## config.mk

```make
export PLATFORM = sky130hd
export DESIGN_NAME = reg_wb_arbiter
export DESIGN_NICKNAME = d
export VERILOG_FILES = /design/src/rtl/reg_wb_arbiter.sv
export SDC_FILE = /design/constraint.sdc
export NUM_CORES = 1
export LEC_CHECK = 0
export ABC_CLOCK_PERIOD_IN_PS = 3400
export CORE_ASPECT_RATIO = 0.75
export CORE_MARGIN = 2
export CORE_UTILIZATION = 40
export DETAILED_ROUTE_END_ITERATION = 6
export GPL_TIMING_DRIVEN = 0
export PLACE_DENSITY = 0.81
export SETUP_SLACK_MARGIN = 0.02
export SLEW_MARGIN = 20
export SYNTH_ARGS = -nofsm -noshare
export SYNTH_HDL_FRONTEND = slang
export SYNTH_SLANG_ARGS = --single-unit
```

## constraint.sdc

```tcl
create_clock -name clk -period 3.4 [get_ports clk]
set_input_delay 0.51 -clock clk [delete_from_list [all_inputs] [get_ports clk]]
set_output_delay 0.51 -clock clk [all_outputs]
set_load 0.05 [all_outputs]
```

## src/rtl/reg_wb_arbiter.sv

```systemverilog
// Writeback arbiter: three producers share one register-file write port,
// with a scoreboard of claimed destination registers.
//
// Ports:
//   clk, reset    - clock and synchronous active-high reset
//   req_valid     - per-requester request (0 ALU, 1 load, 2 mul/div)
//   req_addr      - 5-bit destination register per requester
//   req_data      - 32-bit write data per requester
//   req_ready     - per-requester grant, at most one high per cycle
//   claim_valid   - issue stage marks claim_addr as pending
//   claim_addr    - register being claimed
//   write_en      - register-file write enable (one cycle after grant)
//   write_addr    - register-file write address (held when idle)
//   write_data    - register-file write data (held when idle)
//   busy_mask     - registers with an outstanding producer
//   err_unclaimed - sticky: a write landed on a register not marked busy
module reg_wb_arbiter (
  input  logic        clk,
  input  logic        reset,
  input  logic [2:0]  req_valid,
  input  logic [14:0] req_addr,
  input  logic [95:0] req_data,
  output logic [2:0]  req_ready,
  input  logic        claim_valid,
  input  logic [4:0]  claim_addr,
  output logic        write_en,
  output logic [4:0]  write_addr,
  output logic [31:0] write_data,
  output logic [31:0] busy_mask,
  output logic        err_unclaimed
);

  typedef enum logic [1:0] {
    P_ALU = 2'd0,
    P_LSU = 2'd1,
    P_MDU = 2'd2
  } ptr_e;

  ptr_e        ptr;
  ptr_e        ptr_nxt;
  logic [2:0]  gnt;
  logic        gnt_any;
  logic [4:0]  gnt_addr;
  logic [31:0] gnt_data;
  logic        wr_live;
  logic        claim_live;
  logic        err_hit;
  logic [31:0] busy_nxt;

  // Rotating priority starting at ptr.
  // Nothing is granted while reset is high.
  always_comb begin
    gnt = 3'b000;
    if (!reset) begin
      unique case (ptr)
        P_ALU: gnt = req_valid[0] ? 3'b001 :
                     req_valid[1] ? 3'b010 :
                     req_valid[2] ? 3'b100 : 3'b000;
        P_LSU: gnt = req_valid[1] ? 3'b010 :
                     req_valid[2] ? 3'b100 :
                     req_valid[0] ? 3'b001 : 3'b000;
        P_MDU: gnt = req_valid[2] ? 3'b100 :
                     req_valid[0] ? 3'b001 :
                     req_valid[1] ? 3'b010 : 3'b000;
        default: gnt = 3'b000;
      endcase
    end
  end

  assign req_ready = gnt;
  assign gnt_any   = |gnt;

  always_comb begin
    gnt_addr = 5'd0;
    gnt_data = 32'd0;
    ptr_nxt  = ptr;
    unique case (1'b1)
      gnt[0]: begin
        gnt_addr = req_addr[4:0];
        gnt_data = req_data[31:0];
        ptr_nxt  = P_LSU;
      end
      gnt[1]: begin
        gnt_addr = req_addr[9:5];
        gnt_data = req_data[63:32];
        ptr_nxt  = P_MDU;
      end
      gnt[2]: begin
        gnt_addr = req_addr[14:10];
        gnt_data = req_data[95:64];
        ptr_nxt  = P_ALU;
      end
      default: begin
        gnt_addr = 5'd0;
        gnt_data = 32'd0;
        ptr_nxt  = ptr;
      end
    endcase
  end

  // Register 0 transfers are accepted but never reach the file.
  assign wr_live    = gnt_any && (gnt_addr != 5'd0);
  assign claim_live = claim_valid && (claim_addr != 5'd0);

  // Clear first, then set: a same-cycle claim keeps the bit,
  // since the new producer is still outstanding.
  always_comb begin
    busy_nxt = busy_mask;
    if (wr_live)
      busy_nxt[gnt_addr] = 1'b0;
    if (claim_live)
      busy_nxt[claim_addr] = 1'b1;
    busy_nxt[0] = 1'b0;
  end

  assign err_hit = wr_live
                && !busy_mask[gnt_addr]
                && !(claim_live && (claim_addr == gnt_addr));

  always_ff @(posedge clk) begin
    if (reset) begin
      ptr           <= P_ALU;
      write_en      <= 1'b0;
      write_addr    <= 5'd0;
      write_data    <= 32'd0;
      busy_mask     <= 32'd0;
      err_unclaimed <= 1'b0;
    end else begin
      ptr       <= ptr_nxt;
      write_en  <= wr_live;
      if (wr_live) begin
        write_addr <= gnt_addr;
        write_data <= gnt_data;
      end
      busy_mask <= busy_nxt;
      if (err_hit)
        err_unclaimed <= 1'b1;
    end
  end

endmodule

```

==> impl_summary.md, run 1 <==
Worst setup path
Along the worst path, the maximum fanout reaches 10. The cell with the largest stage delay on the worst path is clkdlybuf4s50_1. Data on the critical path is required at its endpoint by 2.89 ns. On the worst path, the slowest cell contributes a delay of 0.47 ns. The critical path goes through clkdlybuf4s50_1 > nor3_1 > o21a_1 > clkbuf_1 > clkbuf_2 > clkdlybuf4s15_2. At the worst endpoint, the arrival time is 2.76 ns. The type of element capturing the critical path is an output port. The class of the most critical setup path is in -> out.

The kind of launch point of the worst setup path is a primary input. The depth of the worst register-to-register path is 12.

Yosys
Synthesis produced a netlist with a net count of 549. The area fraction of the dominant cell type after synthesis is 0.3877. The number of synthesized flops with an enable pin is 0. The number of warnings printed during yosys synthesis is 0. By area the synthesized netlist is led by dfxtp_1 39%, a211oi_2 9.8%, a222oi_1 9.7%, nand2_1 5.1%, a21oi_1 5.1%. The async set or reset register ratio after synthesis is 0. The synthesized design contains 72 register bits. A synthesized cell averages 8.706 µm². In the synthesized netlist the dominant register cell turns out to be dfxtp_1. The biggest area consumer among synthesized cells is dfxtp_1. The cell area that synthesis handed to floorplanning was 3717 µm².

The number of different library cells used by synthesis comes to 49. The share of the Yosys chip area taken by registers is 0.3877. Counting every instance in the synthesized netlist gives 427.

Finish
The layout overhead on the synthesized area is 65.53%. The fraction of final layout cells with drive strength greater than 1 is 0.1328. The antenna diode count is 0. The net count reported at finish is 757. The final design area excluding fillers is 6153 µm². The filler cells instantiated in the layout total 736.

Floorplanning
For this configuration, the core starts out at a cell density of 0.4109. The core region is 9046 µm². 196 I/O pins were placed. The row count is 30.

The height of the die is 87.49 µm. The floorplan step set the die width to 115.3 µm. The overall die area is 10090 µm².

GRT
The global-route congestion overflow total is 0. The largest net degree at the start of global routing is 12. The number of antenna violations at the first check in global routing was 0. The global router's overall resource usage is 0.2839. The first global-routing pass estimated 21.86 mm of wire. The via count of the first global-routing pass is 4193.

Timing
At the pin with the least slew margin, the transition time is 1.020 ns. The shortest clock period the worst path allows after layout is 3.266 ns. The worst pin sits at a relative slew slack of 0.3183. Timing would allow up to 0.3062 GHz.

The final sum of negative setup slack is 0 ns. The setup skew after layout is 0.003356 ns. The count of endpoints failing hold in the final timing report is 0. The setup violation total in the final timing report is 0.

The count of final max-slew check failures is 0. The ratio of final minimum period to clock period is 0.9607. Setup repair after global routing left no endpoint under its margin.

Pwr
The leakage power is 0.002152 µW. The largest vdd supply drop is 0.3973 mV. Power spread over the standard cell area amounts to 481.1 nW/µm².

Clock tree
For the worst-skew pair, the clock arrives at the later sink with an insertion delay of 0.34 ns. After clock tree synthesis, the flow added hold-fix buffers numbering 0. In this run the number of H-tree levels came out at 3.

The clock-pin slew on the worst setup and hold paths is 0.06 ns. The clock passes through at most 2 buffers. The number of buffers inserted during clock tree synthesis is 9.

The tree built by TritonCTS fans out to 72 sinks. TritonCTS built the clock tree. The root buffer cell is clkbuf_16.

Detailed routing
The DRC violation count after routing is 4. The number of vias per cell after detailed routing is 5.816. The routed layout has 4467 vias. The iteration count of the initial detailed-routing pass is 7. The initial DRC count is 484. For this block, the routed nets add up to 15.24 mm of wire.

The number of nets with antenna violations after routing is 0. Dividing the detail-routed wire length by the instance count gives 19.84 µm.

Hold path
The worst hold path was traced through 2 stages. In this run the worst hold path is classified as reg -> reg.

Job
Across the run, the number of max-cap violations was 0.

Status
The flow ran to the end, but the final reports show violations. The final reports fail on design-rule violations.

Placed design
At the end of routability-driven placement, the weighted congestion stood at 0.9517. Once placement finished, the instance area stood at 5801 µm². The HPWL after detailed placement is 11.42 mm.

Buffers placed on the I/O ports in this run total 191.
## where the power goes
group          internal (µW)  total (µW)  leakage (µW)  switching, µW
logic                    410        1040       0.00141            627
registers                919         962      0.000589           42.3
clock network            606         961      0.000150            356
total                   1940        2960       0.00215           1020
## layout by cell type, fill, tap and decap left out, types with 4 or more instances in the layout
master	instances
mux2i_1	8
nor2b_1	6
buf_4	7
mux2_2	7
clkbuf_1	22
inv_1	4
nor3_1	5
nor2_1	42
clkbuf_16	9
and2_1	5
a222oi_1	36
nand2_1	51
a21oi_1	38
o21ai_0	35
dfxtp_1	72
clkdlybuf4s50_1	188
a211oi_2	29
nor3b_1	4
buf_2	12
## cell usage after synthesis (4+ instances only)
cell type,n
dfxtp_1,72
clkbuf_1,23
buf_1,4
nor2b_1,6
a222oi_1,36
nand2_1,51
mux2_2,7
a211oi_2,29
nor3_1,5
o21ai_0,35
a21oi_1,38
mux2i_1,8
nor2_1,42
inv_1,4
and2_1,5
nor3b_1,4
buf_2,10
## layout make-up
class                      instances  area [µm²]  area share
clock inverter                     3       40.04    0.006507
tap                              128       160.2     0.02603
buffer                            40       196.4     0.03192
inverter                           5       18.77    0.003050
multi-input combinational        309        2071      0.3365
sequential                        72        1441      0.2342
timing repair buffer             198        1966      0.3194
clock buffer                      13       260.3     0.04229
## state kept, by name, indices dropped and copies added (netlist names)
name	flops
write_data	32
write_en	1
ptr	2
write_addr	5
busy_mask	31
err_unclaimed	1
## stage by stage
step                std cells  setup WS [ns]  utilization  hold slack [ns]  total power [µW]
CTS                       765        0.02697       0.6766           0.4664              2945
floorplan                 427         0.6660            -           0.4990              1586
global route              768       0.001115       0.6802           0.4919              3055
finish                    768         0.1337       0.6802           0.4642              2960
global placement          746        -0.4743       0.6400           0.4509              1968
detailed placement        747        -0.5463       0.6412           0.4586              1992
## timing repair
action,in CTS,in global routing
gates resized for setup,10,7
endpoints found under the setup margin,20,65
pin swaps,1,2
endpoints found under the hold margin,0,0
buffers inserted,2,4
## metal layers
metal / vias up / GRT usage / share of wire
met5: - / 0 / 0
met4: 0 / 0.1216 / 0.029
met3: 50 / 0.08768 / 0.095
met2: 258 / 0.4327 / 0.47
met1: 2134 / 0.3716 / 0.40
li1: 2025 / - / -
## cells by family (layout without fill, tap and decap cells)
| family | Yosys count | after routing | synth area share |
|---|---|---|---|
| mux | 16 | 16 | 0.04881 |
| xor+xnor | 4 | 4 | 0.009426 |
| buf+inv | 46 | 259 | 0.05688 |
| simple gates | 132 | 132 | 0.1649 |
| compound gates | 156 | 156 | 0.3312 |
| flops | 72 | 72 | 0.3877 |
| other cells | 1 | 1 | 0.001009 |
## critical path: cells and delay by family
kind,cells,cell delay (ns)
buffers and inverters,4,1.68
AND/OR/NAND/NOR,1,0.28
AO/OA/AOI/OAI,1,0.27
## final timing paths
check                                endpoint     startpoint  slack (ns)
worst max-delay path             req_ready[0]   req_valid[2]        0.13
worst min-delay path            write_addr[2]  write_addr[2]        0.46
worst max register to register  busy_mask[16]         ptr[0]        0.58
worst min register to register  write_addr[2]  write_addr[2]        0.46
Note: power is estimated with default switching activity, not from simulation.
==> run 2, diff against run 1 <==
- ABC_CLOCK_PERIOD_IN_PS: 3400 -> unset
==> results of run 2 <==
Final layout, timing and power as in run 1 (identical DEF).
